## src/rtl/drum_pkg.sv

```systemverilog
// Shared constants for the drum synthesiser: scheduler state encoding, datapath widths and sample extraction.
// Used by the iteration scheduler, the column engines and the HPS register map.
package drum_pkg;

  localparam int NODE_W     = 18;
  localparam int SAMPLE_W   = 16;
  localparam int CNT_W      = 16;
  localparam int SAMPLE_MSB = 17;
  localparam int SAMPLE_LSB = 2;

  localparam logic [2:0] ST_INIT_RST  = 3'd0;
  localparam logic [2:0] ST_INIT_WAIT = 3'd1;
  localparam logic [2:0] ST_IDLE      = 3'd2;
  localparam logic [2:0] ST_WAIT_TICK = 3'd3;
  localparam logic [2:0] ST_ITER      = 3'd4;
  localparam logic [2:0] ST_WAIT_DONE = 3'd5;
  localparam logic [2:0] ST_PUSH      = 3'd6;

  typedef enum logic [2:0] {
    INIT_RST  = ST_INIT_RST,
    INIT_WAIT = ST_INIT_WAIT,
    IDLE      = ST_IDLE,
    WAIT_TICK = ST_WAIT_TICK,
    ITER      = ST_ITER,
    WAIT_DONE = ST_WAIT_DONE,
    PUSH      = ST_PUSH
  } state_t;

  function automatic logic state_busy(input state_t s);
    return (s == INIT_RST) || (s == INIT_WAIT) || (s == ITER) || (s == WAIT_DONE);
  endfunction

endpackage

```

## src/rtl/sample_tick_gen.sv

```systemverilog
// Free-running audio sample timebase: counts 0..SAMPLE_DIV-1 and raises tick for the wrap cycle.
// Tick is decoded straight from the counter (no added latency); the counter never stalls.
module sample_tick_gen #(
  parameter int SAMPLE_DIV = 1042
) (
  input  logic clk,
  input  logic reset,
  output logic tick
);

  localparam int W = (SAMPLE_DIV > 1) ? $clog2(SAMPLE_DIV) : 1;
  localparam logic [W-1:0] LAST = W'(SAMPLE_DIV - 1);

  logic [W-1:0] cnt_q, cnt_d;

  always_comb begin
    tick  = (cnt_q == LAST);
    cnt_d = tick ? '0 : cnt_q + 1'b1;
  end

  always_ff @(posedge clk) begin
    if (reset) cnt_q <= '0;
    else       cnt_q <= cnt_d;
  end

endmodule

```

## src/rtl/drum_iter_scheduler.sv

```systemverilog
// Runs one column-array iteration per audio tick, captures the centre node and offers it to the audio FIFO.
// All outputs registered; a stalled FIFO holds the sample and ticks missed meanwhile count as overruns.
module drum_iter_scheduler #(
  parameter int NUM_COLS   = 32,
  parameter int SAMPLE_DIV = 1042,
  parameter int RST_CYCLES = 4
) (
  input  logic                clk,
  input  logic                reset,
  input  logic                run,
  input  logic                cfg_strobe,
  input  logic [NUM_COLS-1:0] col_done,
  input  logic [17:0]         center_node,
  output logic                col_reset,
  output logic                iter_enable,
  output logic [15:0]         audio_data,
  output logic                audio_valid,
  input  logic                audio_ready,
  output logic [15:0]         iter_cycles,
  output logic [15:0]         overrun_cnt,
  output logic                busy
);

  import drum_pkg::*;

  localparam int RST_W = $clog2(RST_CYCLES + 1);
  localparam logic [RST_W-1:0] RST_LAST = RST_W'(RST_CYCLES - 1);

  logic tick;

  sample_tick_gen #(
    .SAMPLE_DIV(SAMPLE_DIV)
  ) u_tick (
    .clk  (clk),
    .reset(reset),
    .tick (tick)
  );

  state_t              state_q, state_d;
  logic [RST_W-1:0]    rst_cnt_q, rst_cnt_d;
  logic [CNT_W-1:0]    cyc_cnt_q, cyc_cnt_d;
  logic                cfg_pend_q, cfg_pend_d;
  logic                col_reset_q, col_reset_d;
  logic                iter_enable_q, iter_enable_d;
  logic [SAMPLE_W-1:0] audio_data_q, audio_data_d;
  logic                audio_valid_q, audio_valid_d;
  logic [CNT_W-1:0]    iter_cycles_q, iter_cycles_d;
  logic [CNT_W-1:0]    overrun_cnt_q, overrun_cnt_d;
  logic                busy_q, busy_d;

  logic all_done, iter_done, go_init;
  logic unused_node_lsbs;

  assign unused_node_lsbs = ^center_node[SAMPLE_LSB-1:0];
  assign all_done  = &col_done;
  // Done is still high from the previous iteration right after iter_enable; ignore it until cyc_cnt reaches 2.
  assign iter_done = all_done && (cyc_cnt_q >= CNT_W'(2));

  always_comb begin
    state_d       = state_q;
    rst_cnt_d     = rst_cnt_q;
    cyc_cnt_d     = cyc_cnt_q;
    cfg_pend_d    = cfg_pend_q;
    col_reset_d   = col_reset_q;
    iter_enable_d = 1'b0;
    audio_data_d  = audio_data_q;
    audio_valid_d = audio_valid_q;
    iter_cycles_d = iter_cycles_q;
    overrun_cnt_d = overrun_cnt_q;
    go_init       = 1'b0;

    if (tick && (state_q == ITER || state_q == WAIT_DONE || state_q == PUSH) &&
        overrun_cnt_q != '1)
      overrun_cnt_d = overrun_cnt_q + 1'b1;

    case (state_q)
      INIT_RST: begin
        cfg_pend_d = 1'b0;
        if (rst_cnt_q == RST_LAST) begin
          state_d     = INIT_WAIT;
          col_reset_d = 1'b0;
        end else begin
          rst_cnt_d = rst_cnt_q + 1'b1;
        end
      end
      INIT_WAIT: begin
        if (cfg_strobe)    go_init = 1'b1;
        else if (all_done) state_d = IDLE;
      end
      IDLE: begin
        if (cfg_strobe) go_init = 1'b1;
        else if (run)   state_d = WAIT_TICK;
      end
      WAIT_TICK: begin
        if (cfg_strobe) go_init = 1'b1;
        else if (!run)  state_d = IDLE;
        else if (tick) begin
          state_d       = ITER;
          iter_enable_d = 1'b1;
        end
      end
      ITER: begin
        cyc_cnt_d = CNT_W'(1);
        state_d   = WAIT_DONE;
        if (cfg_strobe) cfg_pend_d = 1'b1;
      end
      WAIT_DONE: begin
        if (iter_done) begin
          iter_cycles_d = cyc_cnt_q;
          audio_data_d  = center_node[SAMPLE_MSB:SAMPLE_LSB];
          if (cfg_pend_q || cfg_strobe) begin
            go_init = 1'b1;
          end else begin
            state_d       = PUSH;
            audio_valid_d = 1'b1;
          end
        end else begin
          if (cfg_strobe) cfg_pend_d = 1'b1;
          if (cyc_cnt_q != '1) cyc_cnt_d = cyc_cnt_q + 1'b1;
        end
      end
      PUSH: begin
        if (cfg_strobe) begin
          go_init = 1'b1;
        end else if (audio_ready) begin
          audio_valid_d = 1'b0;
          state_d       = run ? WAIT_TICK : IDLE;
        end
      end
      default: go_init = 1'b1;
    endcase

    if (go_init) begin
      state_d       = INIT_RST;
      rst_cnt_d     = '0;
      cfg_pend_d    = 1'b0;
      col_reset_d   = 1'b1;
      audio_valid_d = 1'b0;
    end

    busy_d = state_busy(state_d);
  end

  always_ff @(posedge clk) begin
    if (reset) begin
      state_q       <= INIT_RST;
      rst_cnt_q     <= '0;
      cyc_cnt_q     <= '0;
      cfg_pend_q    <= 1'b0;
      col_reset_q   <= 1'b1;
      iter_enable_q <= 1'b0;
      audio_data_q  <= '0;
      audio_valid_q <= 1'b0;
      iter_cycles_q <= '0;
      overrun_cnt_q <= '0;
      busy_q        <= 1'b1;
    end else begin
      state_q       <= state_d;
      rst_cnt_q     <= rst_cnt_d;
      cyc_cnt_q     <= cyc_cnt_d;
      cfg_pend_q    <= cfg_pend_d;
      col_reset_q   <= col_reset_d;
      iter_enable_q <= iter_enable_d;
      audio_data_q  <= audio_data_d;
      audio_valid_q <= audio_valid_d;
      iter_cycles_q <= iter_cycles_d;
      overrun_cnt_q <= overrun_cnt_d;
      busy_q        <= busy_d;
    end
  end

  assign col_reset   = col_reset_q;
  assign iter_enable = iter_enable_q;
  assign audio_data  = audio_data_q;
  assign audio_valid = audio_valid_q;
  assign iter_cycles = iter_cycles_q;
  assign overrun_cnt = overrun_cnt_q;
  assign busy        = busy_q;

endmodule

```

## config.mk

```make
export PLATFORM = sky130hd
export DESIGN_NAME = drum_iter_scheduler
export DESIGN_NICKNAME = d
export VERILOG_FILES = /design/src/rtl/drum_pkg.sv /design/src/rtl/sample_tick_gen.sv /design/src/rtl/drum_iter_scheduler.sv
export SDC_FILE = /design/constraint.sdc
export NUM_CORES = 1
export LEC_CHECK = 0
export ABC_CLOCK_PERIOD_IN_PS = 1900
export BUFFER_PORTS_ARGS = -buffer_cell sky130_fd_sc_hd__buf_4
export CAP_MARGIN = 20
export CORE_AREA = 5 5 98 100
export DETAILED_ROUTE_END_ITERATION = 10
export DIE_AREA = 0 0 103 105
export GPL_ROUTABILITY_DRIVEN = 0
export MAX_ROUTING_LAYER = met4
export PLACE_DENSITY = 0.82
export SYNTH_ARGS = -nofsm -noshare
export SYNTH_HDL_FRONTEND = slang
export SYNTH_SLANG_ARGS = --single-unit
```

## constraint.sdc

```tcl
create_clock -name clk -period 1.9 [get_ports clk]
set_input_delay 0.095 -clock clk [delete_from_list [all_inputs] [get_ports clk]]
set_output_delay 0.095 -clock clk [all_outputs]
set_load 0.01 [all_outputs]
```

==> results of run 1 <==
## flip-flops by register name, indices dropped and copies added, names as in the netlist
| name | cells |
|---|---|
| cfg_pend_q | 1 |
| state_q | 3 |
| audio_valid | 1 |
| overrun_cnt | 16 |
| cyc_cnt_q | 16 |
| rst_cnt_q | 3 |
| busy | 1 |
| u_tick.cnt_q | 11 |
| iter_enable | 1 |
| audio_data | 16 |
| iter_cycles | 16 |
| col_reset | 1 |
## power by group through the flow
stage          Combinational [W]  Clock (W)  Sequential [W]
4_1_cts                 0.000401    0.00127         0.00187
2_1_floorplan           0.000183          0         0.00192
3_5_place_dp            0.000374          0         0.00191
6_report                0.000407    0.00125         0.00187
3_3_place_gp            0.000347          0         0.00191
5_1_grt                 0.000445    0.00134         0.00187
## per-layer routing
metal  vias to the layer above  track usage
li1                       2051            -
met1                      1957       0.2488
met2                       162       0.3598
met3                        42      0.03065
met4                         0      0.08326
met5                         -            -
## worst reg2reg max path, cell delays in order (launching register included)
cell and delay (ps):
dfxtp_2 360, inv_2 60, ha_4 170, nor4_4 150
nand4_1 200, nand3_4 170, buf_4 150, nor2_4 50
or4_1 530, nand2_1 90
## layout make-up
class	count	area (sq um)
fillers	635	2766
multi-input cells	364	2308
clock buffers	10	137.6
well taps	108	135.1
flip-flops and latches	86	1735
clock inverters	6	53.80
repair buffers	176	1419
inverters	10	37.54
## metrics by stage
| step | util | instances | total power (W) | TNS, ps |
|---|---|---|---|---|
| floorplan | - | 481 | 0.002098 | 0 |
| global placement | 0.5906 | 715 | 0.002258 | 0 |
| detailed placement | 0.5906 | 715 | 0.002287 | -533.7 |
| CTS | 0.6389 | 752 | 0.003545 | -0.1523 |
| global route | 0.6781 | 760 | 0.003660 | -1991 |
| finish | 0.6781 | 760 | 0.003524 | -390.2 |
## path summary, 6_finish.rpt
path / to / slack [ps]
max reg2reg: cyc_cnt_q[10] / -80
min reg2reg: iter_cycles[4] / 460
max: cyc_cnt_q[10] / -80
min: state_q[0] / 60
## cell usage in the layout (no fill, tap or decap), drive strengths merged, types with 2 or more instances in the layout
| cell type | n |
|---|---|
| dfxtp | 86 |
| nor2 | 45 |
| clkinv | 3 |
| nor2b | 2 |
| nor4 | 11 |
| o211ai | 7 |
| and4 | 2 |
| buf | 159 |
| nor3b | 2 |
| nand3 | 21 |
| o21ai | 14 |
| nand2 | 91 |
| or3 | 10 |
| dlygate4sd3 | 16 |
| inv | 12 |
| xor2 | 10 |
| o31ai | 4 |
| a31oi | 2 |
| xnor2 | 12 |
| clkbuf | 11 |
| nand2b | 3 |
| nor3 | 10 |
| a211oi | 4 |
| or4 | 9 |
| o21bai | 2 |
| and2 | 3 |
| ha | 7 |
| or2 | 2 |
| and3 | 5 |
| a21oi | 49 |
| nand4 | 22 |
## logic make-up after synthesis
| logic type | after synthesis |
|---|---|
| XOR/XNOR | 22 |
| buffers and inverters | 32 |
| AO/OA/AOI/OAI | 92 |
| multiplexers | 1 |
| adder cells (fa/ha/maj) | 7 |
| AND/OR/NAND/NOR | 241 |
| flip-flops | 86 |
## timing repair
| action | in CTS | in global routing |
|---|---|---|
| setup buffers | 5 | 6 |
| resized for setup | 4 | 54 |
| pin swaps | 3 | 21 |
| setup endpoints to repair | 17 | 60 |
| hold buffers | 16 | 0 |
| cloned | 0 | 2 |
| hold endpoints to repair | 16 | 0 |
==> impl_metrics.ini, run 1 <==
[run_status]
status = finished, violations left
violations = negative setup slack

[global_routing]
grt-ovfl-total = 0
antenna_found_initial = 0
first_global_vias = 4032
grt_max_degree = 51
grt_usage = 0.2121
grt_pass1_wl_um = 18360

[clock_network]
cts_max_level = 3
clk_root_buffer_cell = clkbuf_8
cts_buffers = 9
cts_tree = yes
clock_sinks = 86
clk_pin_slew_ps = 90
clkLatencyLatePin_ps = 370
clock_path_buffers = 2

[sta]
finalClockSkew_ps = 12.76
min_period_ps = 1979
fin_ws_ps = -78.70
setup_viol = 12
rsz0062_at_grt = yes
slew_headroom = 0.6548
worstMarginPinSlew_ps = 517.8
drv_slew = 0
post-route-period-util = 1.041
final_hold_viol_count = 0
holdWs_ps = 56.82
max_freq_ghz = 0.5054

[power]
power_switching_w = 0.0009306
p_comb_frac = 0.115
pwr-share-seq = 0.531
switching_share = 0.2641
power_density_mw_per_mm2 = 604.8
ir_worst_vdd_mv = 0.4209
p_clk_frac = 0.354
power_leakage_nw = 2.357
p_int_w = 0.002594

[floorplanning]
core_sq_mm = 0.008593
rows = 34
ioPinCount = 107
initial_core_util = 0.4591
die_h_um = 105
die_w_um = 103
dieArea_sq_mm = 0.01082

[worst_setup_path]
cp-end-kind = flip-flop
slowest_stage = or4_1
cp_num_cells = 9
required_ps = 2220
arrival_ps = 2290
r2r_cells = 9
crit_buf_inv = 2
critPathMaxFanout = 6
r2r_start = cyc_cnt_q[0]
critical-path-max-stage-delay_ps = 530
cp_top_family = simple AND/OR/NAND/NOR gates
path_cells = inv_2 > ha_4 > nor4_4 > nand4_1 > nand3_4 > buf_4 > nor2_4 > or4_1 > nand2_1
crit_type = flip-flop to flip-flop
cp-startpoint = cyc_cnt_q[0]
start_kind = flip-flop

[logic_synthesis]
synth_top_family_by_area = simple AND/OR/NAND/NOR gates
ys_warn_count = 0
synth_seq_cells = 86
synth-xor-area-share = 0.04884
syn_inst = 481
synth_flop_cell = dfxtp_1
ys_seq_area_frac = 0.4364
synth_compound_area_frac = 0.1434
synth.mux.area_fraction = 0.002537
postSynthAreaPerCell_sq_um = 8.202
synth_edf_count = 0
syn_nets = 543
synth-simple-area-share = 0.3070
yosys-top-cells-count = nand2_1 (91), dfxtp_1 (86), a21oi_1 (49)
yosys.area.top_type = dfxtp_1
syn-cell-area_sq_mm = 0.003945
synthArstFlopShare = 0
yosysTopAreaCellShare = 0.4364
yosysMostFrequentCell = nand2_1
synthAdderAreaFrac = 0.02220
ys_types = 58
synth.area.top_cells = dfxtp_1 (44%), nand2_1 (8.7%), a21oi_1 (6.2%), nor2_1 (4.3%), nand4_1 (3.5%)

[worst_hold_path]
min-delay-start = run
min_path_cells = 3
worst_hold_path_type = primary input to flip-flop

[routing]
top_layer = met4
ant_nets = 0
detail_route.wl_per_cell_um = 15.74
drc = 0
first_iter_violations = 280
wl_um = 11960
dr_wl_met3_um = 592
viasPerCell = 5.542
vias = 4212
wl_met2_um = 6333
wl_met1_um = 4639
firstDrtPassIters = 5

[layout]
fin_nets = 709
antenna_cells = 0
syn2layout_area_growth_pct = 47.70
final_cell_area_sq_mm = 0.005827
drive_above_1_share = 0.3512

[place]
io_buffers = 104
placed_cell_area_sq_mm = 0.005075
pre_cts_slack_ps = -58.83
hpwl_um = 7887

[run]
drv_cap = 0
Power figures use the tool's default switching activity.
==> run 2, diff against run 1 <==
SKIP_LAST_GASP = 1   (was default)
==> impl_metrics.ini, run 2 (same netlist as run 1, synthesis figures left out) <==
[run_status]
status = finished, violations left
violations = negative setup slack

[run]
drv_cap = 0

[power]
power_density_mw_per_mm2 = 607.9
power_leakage_nw = 2.344
switching_share = 0.2658
ir_worst_vdd_mv = 0.4321
total_power_w = 0.003532
p_int_w = 0.002593
pwr-share-seq = 0.530
p_clk_frac = 0.355
power_switching_w = 0.0009388
p_comb_frac = 0.116

[sta]
max_freq_ghz = 0.5154
finalClockSkew_ps = 14.11
post-route-period-util = 1.021
tns_ps = -40.43
worstMarginPinSlew_ps = 503.6
min_period_ps = 1940
rsz0062_at_grt = yes
fin_ws_ps = -40.43
drv_slew = 0
final_hold_viol_count = 0
slew_headroom = 0.6642
setup_viol = 1

[routing]
ant_nets = 0
first_iter_violations = 305
firstDrtPassIters = 5
vias = 4142
wl_um = 11740
viasPerCell = 5.457
detail_route.wl_per_cell_um = 15.46
drc = 0

[layout]
antenna_cells = 0
final_common_cell = buf_4
fin_nets = 708
drive_above_1_share = 0.3487
final_cell_area_sq_mm = 0.005811
final_cells = 759
syn2layout_area_growth_pct = 47.29
layout_common_cells = buf_4 (154), nand2_1 (89), dfxtp_1 (77)

[worst_setup_path]
required_ps = 2140
arrival_ps = 2180
path_cells = nor4b_4 > nand4b_1 > a31o_4 > buf_4 > nor4_4 > xnor2_1 > nor2_1
crit_buf_inv = 1
crit_type = flip-flop to flip-flop
critPathMaxFanout = 4
cp_top_family = simple AND/OR/NAND/NOR gates
start_kind = flip-flop
slowest_stage = dfxtp_4
r2r_slack_ps = -40
critical-path-max-stage-delay_ps = 360
cp-end-kind = flip-flop

[global_routing]
use_met2 = 0.3598
busiest_layer = met2
grt-ovfl-total = 0
grt_usage = 0.2121
antenna_found_initial = 0
grt_util_met1 = 0.2488
grt_pass1_wl_um = 18360
first_global_vias = 4032
grt_max_degree = 51
grtUsageMet3 = 0.03065

[floorplanning]
core_sq_mm = 0.008593
ioPinCount = 107
rows = 34
dieArea_sq_mm = 0.01082
die_h_um = 105
initial_core_util = 0.4591
die_w_um = 103

[clock_network]
cts_max_level = 3
cts_buffers = 9
clkLatencyLatePin_ps = 370
cts_tree = yes
clk_root_buffer_cell = clkbuf_8
clock_path_buffers = 2
clock_sinks = 86
clk_pin_slew_ps = 80

[place]
io_buffers = 104
pre_cts_slack_ps = -58.83
placed_cell_area_sq_mm = 0.005075
hpwl_um = 7887
placed_cells = 715

[worst_hold_path]
worst_hold_path_type = primary input to flip-flop
## run 2: changes by cell type in the layout (fill, tap and decap cells not counted), sizes merged
cell | previous run | this run
buf | 159 | 158
## run 2: what timing repair did
| item | in CTS | in global routing |
|---|---|---|
| gates cloned | 0 | 2 |
| gates resized for setup | 4 | 52 |
| hold endpoints to repair | 16 | 0 |
| hold buffers | 16 | 0 |
| endpoints found under the setup margin | 17 | 60 |
| pin swaps | 2 | 18 |
| buffers inserted | 5 | 5 |
## run 2: metal layers
metal / vias up / part of all wire / wire length (um)
li1: 2041 / - / -
met1: 1938 / 0.40 / 4660
met2: 127 / 0.53 / 6174
met3: 36 / 0.048 / 569
met4: 0 / 0.028 / 331
met5: - / 0 / 0
## run 2: path summary, 6_finish.rpt
| kind | start | cells after the start | to |
|---|---|---|---|
| max | u_tick.cnt_q[6] | 7 | overrun_cnt[13] |
| min | run | 3 | state_q[0] |
| max reg2reg | u_tick.cnt_q[6] | 7 | overrun_cnt[13] |
| min reg2reg | iter_cycles[4] | 2 | iter_cycles[4] |
## run 2: area by class of cell
cell class,instances,area (sq um)
inverter,10,37.54
clock inverter,6,53.80
clock buffer,10,137.6
sequential,86,1735
fill,640,2783
timing repair buffer,175,1404
multi-input combinational,364,2307
tap,108,135.1
## run 2: power by group through the flow
stage / registers (W) / clock network (W) / logic, W
6_report: 0.00187 / 0.00125 / 0.000409
5_1_grt: 0.00187 / 0.00136 / 0.000445
4_1_cts: 0.00187 / 0.00127 / 0.000401
3_5_place_dp: 0.00191 / 0 / 0.000374
3_3_place_gp: 0.00191 / 0 / 0.000347
2_1_floorplan: 0.00192 / 0 / 0.000183
## run 2: per-stage QoR
stage	utilization	hold WS [ps]
final	0.6762	48.94
after global routing	0.6762	53.25
after CTS	0.6389	54.33
after detailed placement	0.5906	358.9
after global placement	0.5906	351.8
after floorplan	-	235.5
## run 2: worst reg2reg max path: stages (launching register included)
cell and delay (ps):
dfxtp_4 360, nor4b_4 320, nand4b_1 230, a31o_4 290, buf_4 140, nor4_4 230
xnor2_1 180, nor2_1 70
==> run 3, diff against run 2 <==
BUFFER_PORTS_ARGS = -buffer_cell sky130_fd_sc_hd__buf_2   (was -buffer_cell sky130_fd_sc_hd__buf_4)
RECOVER_POWER = 100   (was default)
SETUP_SLACK_MARGIN = 0.5   (was default)
==> impl_metrics.ini, run 3 (same netlist as run 1, synthesis figures left out) <==
[run_status]
status = finished, violations left
violations = negative setup slack

[routing]
first_iter_violations = 374
ant_nets = 0
vias = 4598
detail_route.wl_per_cell_um = 18.34
firstDrtPassIters = 5
wl_um = 14380
drc = 0
viasPerCell = 5.865

[sta]
fin_ws_ps = -121.9
max_freq_ghz = 0.4946
post-route-period-util = 1.064
finalClockSkew_ps = 11.29
slew_headroom = 0.5664
holdWs_ps = 24.41
final_hold_viol_count = 0
worstMarginPinSlew_ps = 650.4
setup_viol = 56
min_period_ps = 2022
drv_slew = 0
rsz0062_at_grt = yes

[layout]
layout_common_cells = nand2_1 (76), dfxtp_1 (74), buf_2 (59)
fin_nets = 733
final_cell_area_sq_mm = 0.006035
nFillCells = 648
final_common_cell = nand2_1
antenna_cells = 0
final_cells = 784
drive_above_1_share = 0.3979
syn2layout_area_growth_pct = 52.97

[place]
placed_cells = 713
io_buffers = 104
placed_cell_area_sq_mm = 0.004956
hpwl_um = 7796

[worst_setup_path]
start_kind = flip-flop
cp_num_cells = 9
crit_top_cell = buf_6
r2r_cells = 9
path_cells = ha_4 > nor4_2 > nand4_1 > nand3_2 > buf_6 > buf_6 > or2_4 > o21bai_4 > o21ba_4
timing.rr.end = state_q[1]
critPathMaxFanout = 8
slowest_stage = dfxtp_4
required_ps = 2170
cp_top_family = simple AND/OR/NAND/NOR gates
arrival_ps = 2290
crit_type = flip-flop to flip-flop
r2r_start = cyc_cnt_q[1]
r2r_slack_ps = -120
critical-path-max-stage-delay_ps = 420
cp-end-kind = flip-flop
crit_buf_inv = 2

[global_routing]
grt-ovfl-total = 0
grt_max_degree = 52
grt_pass1_wl_um = 20830
first_global_vias = 4432
antenna_found_initial = 0
grt_usage = 0.2434

[power]
power_leakage_nw = 2.323
ir_worst_vdd_mv = 0.4967
power_density_mw_per_mm2 = 591.0

[floorplanning]
initial_core_util = 0.4591
die_h_um = 105
die_w_um = 103
core_sq_mm = 0.008593
rows = 34
ioPinCount = 107
dieArea_sq_mm = 0.01082

[worst_hold_path]
hold_end = audio_data[10]
worst_hold_path_type = primary input to flip-flop
min-delay-start = center_node[12]
min_path_cells = 3

[clock_network]
clock_sinks = 86
cts_max_level = 3
cts_buffers = 9
clk_pin_slew_ps = 90
clkLatencyLatePin_ps = 370
clk_root_buffer_cell = clkbuf_8
clock_path_buffers = 2
cts_tree = yes

[run]
drv_cap = 0
[run 3: cell types whose count changed in the layout (fill, tap and decap cells not counted), sizes merged]
cell | previous run | this run
buf | 158 | 132
clkbuf | 11 | 61
clkinv | 3 | 1
clkinvlp | 1 | 2
dlygate4sd3 | 16 | 15
inv | 12 | 13
nand2b | 3 | 4
o21ai | 14 | 15
[run 3: power breakdown]
group	switching [W]	total, W	internal (W)	leakage, nW
clock	0.000724	0.00129	0.000571	0.0950
sequential	0.0000291	0.00187	0.00184	0.700
combinational	0.000206	0.000398	0.000193	1.53
[run 3: cell type report]
type,count,area [sq um],share of cell area
clock inverters,6,50.05,0.008294
multi-input cells,366,2618,0.4338
repair buffers,198,1304,0.2160
clock buffers,10,148.9,0.02467
flip-flops and latches,86,1742,0.2886
inverters,10,37.54,0.006220
well taps,108,135.1,0.02239
[run 3: through the flow]
step / power (W) / setup WS [ps] / setup TNS, ps / utilization
final: 0.003566 / -121.9 / -2930 / 0.7022
after global routing: 0.003724 / -213.7 / -6871 / 0.7022
after CTS: 0.003551 / -43.67 / -121.7 / 0.6781
after detailed placement: 0.002230 / -171.0 / -3178 / 0.5767
after global placement: 0.002214 / -111.6 / -1566 / 0.5767
after floorplan: 0.002102 / 147.4 / 0 / -
[run 3: timing repair]
item	4_1_cts	5_1_grt
pin swaps	41	30
hold buffers	15	0
gates resized for setup	58	66
endpoints found under the hold margin	15	0
endpoints found under the setup margin	86	86
gates cloned	2	4
setup buffers	28	6
[run 3: worst max-delay path by stage]
stage | startpoint | end
2_1_floorplan | cyc_cnt_q[0] | cyc_cnt_q[11]
3_3_place_gp | cyc_cnt_q[0] | cyc_cnt_q[15]
3_5_place_dp | cyc_cnt_q[0] | cyc_cnt_q[15]
4_1_cts | cyc_cnt_q[1] | cyc_cnt_q[13]
5_1_grt | state_q[2] | cyc_cnt_q[11]
6_report | cyc_cnt_q[1] | state_q[1]
[run 3: routing by layer]
layer,wire (um),GRT usage,vias to the layer above,part of all wire
met5,0,-,-,0
met4,696,0.1036,0,0.048
met3,963,0.05130,72,0.067
met2,7733,0.4235,230,0.54
met1,4986,0.2624,2205,0.35
li1,-,-,2091,-
[run 3: tightest hold or removal path, stage by stage]
cell	delay (ps)
buf_2	110
nand2_1	80
a21oi_2	60
